`src/rtl/fec_pkg.sv`:
```
// Shared types and constants for the FEC frame controller and its decoder.
package fec_pkg;

  typedef enum logic [1:0] {
    COLLECT = 2'd0,
    DECODE  = 2'd1,
    DRAIN   = 2'd2
  } fec_ctrl_state_t;

  localparam int FEC_WIDTH_DEF = 4;
  localparam int FEC_DEPTH_DEF = 4;

  // Even parity: data XOR parity bit equals this value when the line is clean.
  localparam logic PARITY_EVEN = 1'b0;

endpackage

```
`src/rtl/fec_frame_ctrl_if.sv`:
```
// Input and output row streams of the FEC frame controller.
interface fec_frame_ctrl_if #(
  parameter int WIDTH = 4,
  parameter int DEPTH = 4
);
  logic             in_valid;
  logic             in_ready;
  logic [WIDTH-1:0] in_data;
  logic [DEPTH-1:0] in_row_p;
  logic [WIDTH-1:0] in_col_p;
  logic             out_valid;
  logic             out_ready;
  logic [WIDTH-1:0] out_data;
  logic             out_last;
  logic             out_err_det;
  logic             out_err_corr;
  logic             out_uncorr;

  // Frame source / result sink side.
  modport master (
    output in_valid, in_data, in_row_p, in_col_p, out_ready,
    input  in_ready, out_valid, out_data, out_last, out_err_det, out_err_corr, out_uncorr
  );

  // Controller side.
  modport slave (
    input  in_valid, in_data, in_row_p, in_col_p, out_ready,
    output in_ready, out_valid, out_data, out_last, out_err_det, out_err_corr, out_uncorr
  );
endinterface

```
`src/rtl/cpc_fec.sv`:
```
// Combinational cross-parity-check decoder: fixes one flipped data bit located
// by a single row and a single column syndrome; a lone parity-bit error is
// reported as corrected with the data untouched; anything else is uncorrectable.
module cpc_fec
  import fec_pkg::*;
#(
  parameter int WIDTH = FEC_WIDTH_DEF,
  parameter int DEPTH = FEC_DEPTH_DEF
) (
  input  logic [DEPTH-1:0][WIDTH-1:0] data_i,
  input  logic [DEPTH-1:0]            row_p_i,
  input  logic [WIDTH-1:0]            col_p_i,
  output logic [DEPTH-1:0][WIDTH-1:0] data_o,
  output logic                        err_det_o,
  output logic                        err_corr_o
);

  logic [DEPTH-1:0] rs;
  logic [WIDTH-1:0] cs;
  int               nr;
  int               nc;
  logic             single_bit;

  // Row/column syndromes and the single-bit fix.
  always_comb begin
    rs = '0;
    cs = '0;
    for (int r = 0; r < DEPTH; r++) begin
      rs[r] = (^data_i[r]) ^ row_p_i[r] ^ PARITY_EVEN;
    end
    for (int c = 0; c < WIDTH; c++) begin
      cs[c] = col_p_i[c] ^ PARITY_EVEN;
      for (int r = 0; r < DEPTH; r++) begin
        cs[c] = cs[c] ^ data_i[r][c];
      end
    end
    nr = $countones(rs);
    nc = $countones(cs);
    single_bit = (nr == 1) && (nc == 1);
    data_o = data_i;
    if (single_bit) begin
      for (int r = 0; r < DEPTH; r++) begin
        for (int c = 0; c < WIDTH; c++) begin
          if (rs[r] && cs[c]) data_o[r][c] = ~data_i[r][c];
        end
      end
    end
    err_det_o  = (nr + nc) != 0;
    err_corr_o = single_bit || ((nr + nc) == 1);
  end

endmodule

```
`src/rtl/fec_frame_ctrl.sv`:
```
// Frame sequencer around cpc_fec: collects DEPTH rows, decodes in one cycle,
// drains the corrected rows with per-frame status, keeps saturating counters.
module fec_frame_ctrl
  import fec_pkg::*;
#(
  parameter int WIDTH = FEC_WIDTH_DEF,
  parameter int DEPTH = FEC_DEPTH_DEF,
  parameter int CNT_W = 16
) (
  input  logic             clk,
  input  logic             rst,
  input  logic             fec_en,
  input  logic             stat_clr,
  fec_frame_ctrl_if.slave  bus,
  output logic [CNT_W-1:0] frame_cnt,
  output logic [CNT_W-1:0] corr_cnt,
  output logic [CNT_W-1:0] uncorr_cnt
);

  localparam int IDX_W = (DEPTH > 1) ? $clog2(DEPTH) : 1;
  localparam logic [IDX_W-1:0] LAST_IDX = IDX_W'(DEPTH - 1);

  fec_ctrl_state_t state_q, state_d;
  logic [IDX_W-1:0] idx_q, idx_d;

  logic [DEPTH-1:0][WIDTH-1:0] mat_q;
  logic [DEPTH-1:0]            rowp_q;
  logic [WIDTH-1:0]            colp_q;
  logic [DEPTH-1:0][WIDTH-1:0] omat_q;
  logic                        det_q, corr_q, unc_q;

  logic [DEPTH-1:0][WIDTH-1:0] dec_data;
  logic                        dec_det, dec_corr;

  logic [CNT_W-1:0] frame_q, frame_d, corr_q_cnt, corr_d_cnt, unc_q_cnt, unc_d_cnt;

  logic in_ready, out_valid, in_fire, out_fire, at_last, frame_done, draining;

  function automatic logic [CNT_W-1:0] sat_inc(input logic [CNT_W-1:0] v, input logic inc);
    if (inc && (v != {CNT_W{1'b1}})) return v + CNT_W'(1);
    return v;
  endfunction

  cpc_fec #(.WIDTH(WIDTH), .DEPTH(DEPTH)) u_dec (
    .data_i    (mat_q),
    .row_p_i   (rowp_q),
    .col_p_i   (colp_q),
    .data_o    (dec_data),
    .err_det_o (dec_det),
    .err_corr_o(dec_corr)
  );

  assign at_last    = (idx_q == LAST_IDX);
  assign in_fire    = in_ready & bus.in_valid;
  assign out_fire   = out_valid & bus.out_ready;
  assign frame_done = out_fire & at_last;
  assign draining   = (state_q == DRAIN);

  // Next-state, row index and handshake readies.
  always_comb begin
    state_d   = state_q;
    idx_d     = idx_q;
    in_ready  = 1'b0;
    out_valid = 1'b0;
    case (state_q)
      COLLECT: begin
        in_ready = 1'b1;
        if (bus.in_valid) begin
          if (at_last) begin
            idx_d   = '0;
            state_d = DECODE;
          end else begin
            idx_d = idx_q + IDX_W'(1);
          end
        end
      end
      DECODE: state_d = DRAIN;
      DRAIN: begin
        out_valid = 1'b1;
        if (bus.out_ready) begin
          if (at_last) begin
            idx_d   = '0;
            state_d = COLLECT;
          end else begin
            idx_d = idx_q + IDX_W'(1);
          end
        end
      end
      default: begin
        state_d = COLLECT;
        idx_d   = '0;
      end
    endcase
  end

  // FSM state and row index registers.
  always_ff @(posedge clk or posedge rst) begin
    if (rst) begin
      state_q <= COLLECT;
      idx_q   <= '0;
    end else begin
      state_q <= state_d;
      idx_q   <= idx_d;
    end
  end

  // Input matrix capture; parities are taken with the final row.
  always_ff @(posedge clk or posedge rst) begin
    if (rst) begin
      mat_q  <= '0;
      rowp_q <= '0;
      colp_q <= '0;
    end else if (in_fire) begin
      mat_q[idx_q] <= bus.in_data;
      if (at_last) begin
        rowp_q <= bus.in_row_p;
        colp_q <= bus.in_col_p;
      end
    end
  end

  // Decode result register; fec_en is looked at only in the DECODE cycle.
  always_ff @(posedge clk or posedge rst) begin
    if (rst) begin
      omat_q <= '0;
      det_q  <= 1'b0;
      corr_q <= 1'b0;
      unc_q  <= 1'b0;
    end else if (state_q == DECODE) begin
      if (fec_en) begin
        omat_q <= dec_data;
        det_q  <= dec_det;
        corr_q <= dec_corr;
        unc_q  <= dec_det & ~dec_corr;
      end else begin
        omat_q <= mat_q;
        det_q  <= 1'b0;
        corr_q <= 1'b0;
        unc_q  <= 1'b0;
      end
    end
  end

  // Counter next values: clear has priority over a same-cycle increment.
  always_comb begin
    frame_d    = stat_clr ? '0 : sat_inc(frame_q, frame_done);
    corr_d_cnt = stat_clr ? '0 : sat_inc(corr_q_cnt, frame_done & corr_q);
    unc_d_cnt  = stat_clr ? '0 : sat_inc(unc_q_cnt, frame_done & unc_q);
  end

  // Statistics counter registers.
  always_ff @(posedge clk or posedge rst) begin
    if (rst) begin
      frame_q    <= '0;
      corr_q_cnt <= '0;
      unc_q_cnt  <= '0;
    end else begin
      frame_q    <= frame_d;
      corr_q_cnt <= corr_d_cnt;
      unc_q_cnt  <= unc_d_cnt;
    end
  end

  assign bus.in_ready     = in_ready;
  assign bus.out_valid    = out_valid;
  assign bus.out_data     = draining ? omat_q[idx_q] : '0;
  assign bus.out_last     = draining & at_last;
  assign bus.out_err_det  = draining & det_q;
  assign bus.out_err_corr = draining & corr_q;
  assign bus.out_uncorr   = draining & unc_q;

  assign frame_cnt  = frame_q;
  assign corr_cnt   = corr_q_cnt;
  assign uncorr_cnt = unc_q_cnt;

endmodule
```
`src/flat_wrapper.sv`:
```
// flat-port wrapper written by rule: the top's interface ports become plain ports
module fec_frame_ctrl_flat import fec_pkg::*;
#(
  parameter int WIDTH = FEC_WIDTH_DEF,
  parameter int DEPTH = FEC_DEPTH_DEF,
  parameter int CNT_W = 16
)
  (clk, rst, fec_en, stat_clr, frame_cnt, corr_cnt, uncorr_cnt, bus_in_valid, bus_in_data, bus_in_row_p, bus_in_col_p, bus_out_ready, bus_in_ready, bus_out_valid, bus_out_data, bus_out_last, bus_out_err_det, bus_out_err_corr, bus_out_uncorr);
  fec_frame_ctrl_if #(.WIDTH(WIDTH), .DEPTH(DEPTH)) bus_i ();
  input  logic clk;
  input  logic rst;
  input  logic fec_en;
  input  logic stat_clr;
  output logic [CNT_W-1:0] frame_cnt;
  output logic [CNT_W-1:0] corr_cnt;
  output logic [CNT_W-1:0] uncorr_cnt;
  input wire logic [$bits(bus_i.in_valid)-1:0] bus_in_valid;
  input wire logic [$bits(bus_i.in_data)-1:0] bus_in_data;
  input wire logic [$bits(bus_i.in_row_p)-1:0] bus_in_row_p;
  input wire logic [$bits(bus_i.in_col_p)-1:0] bus_in_col_p;
  input wire logic [$bits(bus_i.out_ready)-1:0] bus_out_ready;
  output wire logic [$bits(bus_i.in_ready)-1:0] bus_in_ready;
  output wire logic [$bits(bus_i.out_valid)-1:0] bus_out_valid;
  output wire logic [$bits(bus_i.out_data)-1:0] bus_out_data;
  output wire logic [$bits(bus_i.out_last)-1:0] bus_out_last;
  output wire logic [$bits(bus_i.out_err_det)-1:0] bus_out_err_det;
  output wire logic [$bits(bus_i.out_err_corr)-1:0] bus_out_err_corr;
  output wire logic [$bits(bus_i.out_uncorr)-1:0] bus_out_uncorr;
  assign bus_i.in_valid = bus_in_valid;
  assign bus_i.in_data = bus_in_data;
  assign bus_i.in_row_p = bus_in_row_p;
  assign bus_i.in_col_p = bus_in_col_p;
  assign bus_i.out_ready = bus_out_ready;
  assign bus_in_ready = bus_i.in_ready;
  assign bus_out_valid = bus_i.out_valid;
  assign bus_out_data = bus_i.out_data;
  assign bus_out_last = bus_i.out_last;
  assign bus_out_err_det = bus_i.out_err_det;
  assign bus_out_err_corr = bus_i.out_err_corr;
  assign bus_out_uncorr = bus_i.out_uncorr;
  fec_frame_ctrl #(.WIDTH(WIDTH), .DEPTH(DEPTH), .CNT_W(CNT_W)) u_core (.clk(clk), .rst(rst), .fec_en(fec_en), .stat_clr(stat_clr), .bus(bus_i), .frame_cnt(frame_cnt), .corr_cnt(corr_cnt), .uncorr_cnt(uncorr_cnt));
endmodule
```
`config.mk`:
```
export PLATFORM = sky130hd
export DESIGN_NAME = fec_frame_ctrl_flat
export DESIGN_NICKNAME = d
export VERILOG_FILES = /design/src/rtl/fec_pkg.sv /design/src/rtl/fec_frame_ctrl_if.sv /design/src/rtl/cpc_fec.sv /design/src/rtl/fec_frame_ctrl.sv /design/src/flat_wrapper.sv
export SDC_FILE = /design/constraint.sdc
export NUM_CORES = 1
export LEC_CHECK = 0
export CAP_MARGIN = 20
export CELL_PAD_IN_SITES_DETAIL_PLACEMENT = 1
export CELL_PAD_IN_SITES_GLOBAL_PLACEMENT = 1
export CORE_ASPECT_RATIO = 0.8
export CORE_MARGIN = 2
export CORE_UTILIZATION = 35
export CTS_BUF_LIST = sky130_fd_sc_hd__clkbuf_8 sky130_fd_sc_hd__clkbuf_16
export DETAILED_ROUTE_END_ITERATION = 10
export HOLD_SLACK_MARGIN = 0.03
export PLACE_DENSITY_LB_ADDON = 0.1
export SLEW_MARGIN = 15
export SYNTH_ARGS = -nofsm -noshare
export SYNTH_HDL_FRONTEND = slang
export SYNTH_HIERARCHICAL = 1
export SYNTH_SLANG_ARGS = --single-unit
```
`constraint.sdc`:
```
create_clock -name clk -period 4.6 [get_ports clk]
set_input_delay 1.15 -clock clk [delete_from_list [all_inputs] [get_ports clk]]
set_output_delay 1.15 -clock clk [all_outputs]
set_load 0.02 [all_outputs]
```
==> results.sh <==
export IMPL_vias=4296
export IMPL_synth_avg_cell_area_sq_um=10.5
export IMPL_track_usage_pct=17.9
export IMPL_drtPass1Iterations=4
export IMPL_cts_buffers=9
export IMPL_cts_tree="yes"
export IMPL_yosys_mux_area_fraction_pct=10.6
export IMPL_slew_viol_final=0
export IMPL_crit_top_cell="ha_1"
export IMPL_synth_main_ff_cell="dfrtp_1"
export IMPL_dp_hpwl_mm=10.8
export IMPL_fp_coreArea_sq_um=16400
export IMPL_hp_start="u_core/omat_q[1]"
export IMPL_synth_compound_area_share_pct=7.45
export IMPL_final_min_clock_period_ps=3850
export IMPL_clkTransAtPathRegs_ps=70
export IMPL_timing_hold_ws_ps=482
export IMPL_holdBufCountCts=0
export IMPL_row_count=42
export IMPL_synth_edff_count=0
export IMPL_critical_path_arrival_ps=4050
export IMPL_postCtsSetupBuffers=0
export IMPL_crit_fanout=17
export IMPL_slowest_delay_ps=520
export IMPL_critPathSlowestCell="fa_1"
export IMPL_drv_cap=0
export IMPL_routed_via_density=5.10
export IMPL_drt_iter0_drc=166
export IMPL_status="completed"
export IMPL_slew_headroom_pct=26.5
export IMPL_die_h_um=119
export IMPL_finalHoldViolCount=0
export IMPL_syn_nets=592
export IMPL_critPathLaunch="u_core/mat_q[6]"
export IMPL_area_growth_pct=21.7
export IMPL_htree_num_levels=3
export IMPL_initial_utilization_pct=35.4
export IMPL_post_dp_cell_area_sq_um=6740
export IMPL_synthDistinctLibCells=54
export IMPL_cp_required_ps=4800
export IMPL_yosys_warnings=6
export IMPL_clock_sinks=95
export IMPL_synth_adder_area_share_pct=4.26
export IMPL_die_x_um=148
export IMPL_antenna_cells=0
export IMPL_grt_max_degree=46
export IMPL_drive_above_1_share_pct=12.5
export IMPL_cp_start_kind="flop"
export IMPL_rr_startpoint="u_core/mat_q[6]"
export IMPL_rsz0062_at_grt="no"
export IMPL_period_share_pct=83.7
export IMPL_critPathKind="reg -> reg"
export IMPL_gp_congestion=0.804
export IMPL_fill_cells=1835
export IMPL_drc=0
export IMPL_cts_buffer_depth=2
export IMPL_min_path_type="reg -> reg"
export IMPL_worst_slew_pin_transition_ps=1100
export IMPL_fin_tns_setup_ps=0
export IMPL_synth_xor_area_share_pct=14.5
export IMPL_critical_path_top_delay_family="adder cells"
export IMPL_grt_first_pass_wirelength_mm=24.9
export IMPL_ant_nets=0
export IMPL_synthArstFlopShare_pct=100
export IMPL_antenna_found_initial=0
export IMPL_io_pins=76
export IMPL_fin_area_sq_um=7080
export IMPL_fin_skew_ps=9.12
export IMPL_routedWlPerCell_um=17.6
export IMPL_ys_seq_area_share_pct=40.9
export IMPL_cp_cell_sequence="xnor2_2 -> xnor3_2 -> fa_1 -> inv_1 -> ha_1 -> ha_1 -> and4bb_1 -> nand3_4 -> nor2_2 -> mux2_1 -> mux2i_1 -> o21ai_0"
export IMPL_clockRootBuffer="clkbuf_16"
export IMPL_die_area_sq_um=17700
export IMPL_synth_simple_area_share_pct=19.0
export IMPL_post_cts_resized=0
export IMPL_synthesis_area_sq_um=5810
export IMPL_fin_nets=654
export IMPL_synth_top_family_by_area="simple AND/OR/NAND/NOR gates"
export IMPL_syn_inst=556
export IMPL_clk_latency_ps=350
export IMPL_ys_ff_latch=95
export IMPL_numPortBuffers=75
export IMPL_endpoint_kind="flop"
export IMPL_overflow=0
export IMPL_path_buf_inv=1
export IMPL_grt_pass1_vias=4558
export IMPL_setup_viol=0
export IMPL_totalWireLength_mm=14.8
export IMPL_max_freq_mhz=260
==> logic make-up after synthesis <==
group | after synthesis
xor gates and xnor gates | 78
and+or+nand+nor | 199
buffers and inverters | 47
adders and majority gates | 18
muxes | 53
AOI/OAI and AO/OA | 66
DFF | 95
==> path summary, 6_finish.rpt <==
kind	to	slack (ps)	cells past startpoint
setup / recovery	u_core/omat_q[12]	750	12
max in group asynchronous	u_core/mat_q[13]	2580	3
hold reg to reg	u_core/omat_q[1]	480	2
hold / removal	u_core/omat_q[1]	480	2
setup reg to reg	u_core/omat_q[12]	750	12
min in group asynchronous	u_core/corr_cnt[14]	1210	2
==> tightest hold or removal path, stage by stage (launching register included) <==
cell and delay [ps]:
dfrtp_1 340, nand2_1 50, o21ai_0 60
==> area by class of cell <==
class / count / area [sq um] / share of cell area, %
tap: 220 / 275 / 3.89
timing repair buffer: 78 / 773 / 10.9
inverter: 20 / 77.6 / 1.10
sequential: 95 / 2380 / 33.6
clock inverter: 7 / 95.1 / 1.34
clock buffer: 9 / 225 / 3.18
multi-input combinational: 414 / 3250 / 46.0
==> layout by cell type, fill, tap and decap left out, types with 19 or more instances in the layout <==
cell,instances
xnor2_1,49
nor2_1,50
clkdlybuf4s50_1,75
mux2i_1,21
inv_1,19
o21ai_0,25
dfrtp_1,95
nand3_1,23
nand2_1,44
mux2_2,24
==> synth_stat cells (3+ instances only) <==
library cell,number,area (sq um)
xor2_1,15,131
a2111oi_2,4,60.1
nand2_1,44,165
and4_1,5,43.8
o31ai_1,3,22.5
ha_1,15,188
a211oi_1,7,52.6
and2_1,12,75.1
dfrtp_1,95,2380
inv_1,20,75.1
mux2_2,24,270
o21ai_1,3,15.0
mux2_1,4,45.0
nor3_1,14,70.1
xnor2_2,6,97.6
o21ai_0,25,125
xnor3_1,5,113
mux4_2,4,90.1
clkbuf_1,19,71.3
nand4_1,8,50.1
mux2i_1,21,210
nor4_2,3,37.5
and3_1,10,62.6
nand3_1,23,115
a31oi_1,3,18.8
nor3_2,6,60.1
nor4_1,3,18.8
fa_1,3,60.1
nand3_4,3,52.6
xnor2_1,49,429
xnor3_2,3,71.3
buf_2,5,25.0
nor2_1,50,188
a21oi_1,13,65.1
==> state kept, by name, indices dropped and copies added, names as in the netlist <==
register / cells
u_core/colp_q: 4
u_core/idx_q: 2
u_core/corr_cnt: 16
u_core/uncorr_cnt: 16
u_core/mat_q: 16
u_core/unc_q: 1
u_core/det_q: 1
u_core/omat_q: 16
u_core/frame_cnt: 16
u_core/state_q: 2
u_core/rowp_q: 4
u_core/corr_q: 1
==> routing by layer <==
layer	vias up	global-route usage, %	wire length (um)
li1	2083	-	-
met1	2144	27.2	7890
met2	62	26.1	6360
met3	7	4.52	483
met4	0	2.86	102
met5	-	0	0
==> metrics by stage <==
stage               util (%)  cells  setup WS (ps)
global placement        41.1    827            871
floorplan                  -    556            973
CTS                     43.1    843            732
finish                  43.2    843            751
global route            43.2    843            390
detailed placement      41.1    827            727
Power is not shown: default switching activity piles up to over one toggle a cycle in this logic, so the estimate is an artifact.
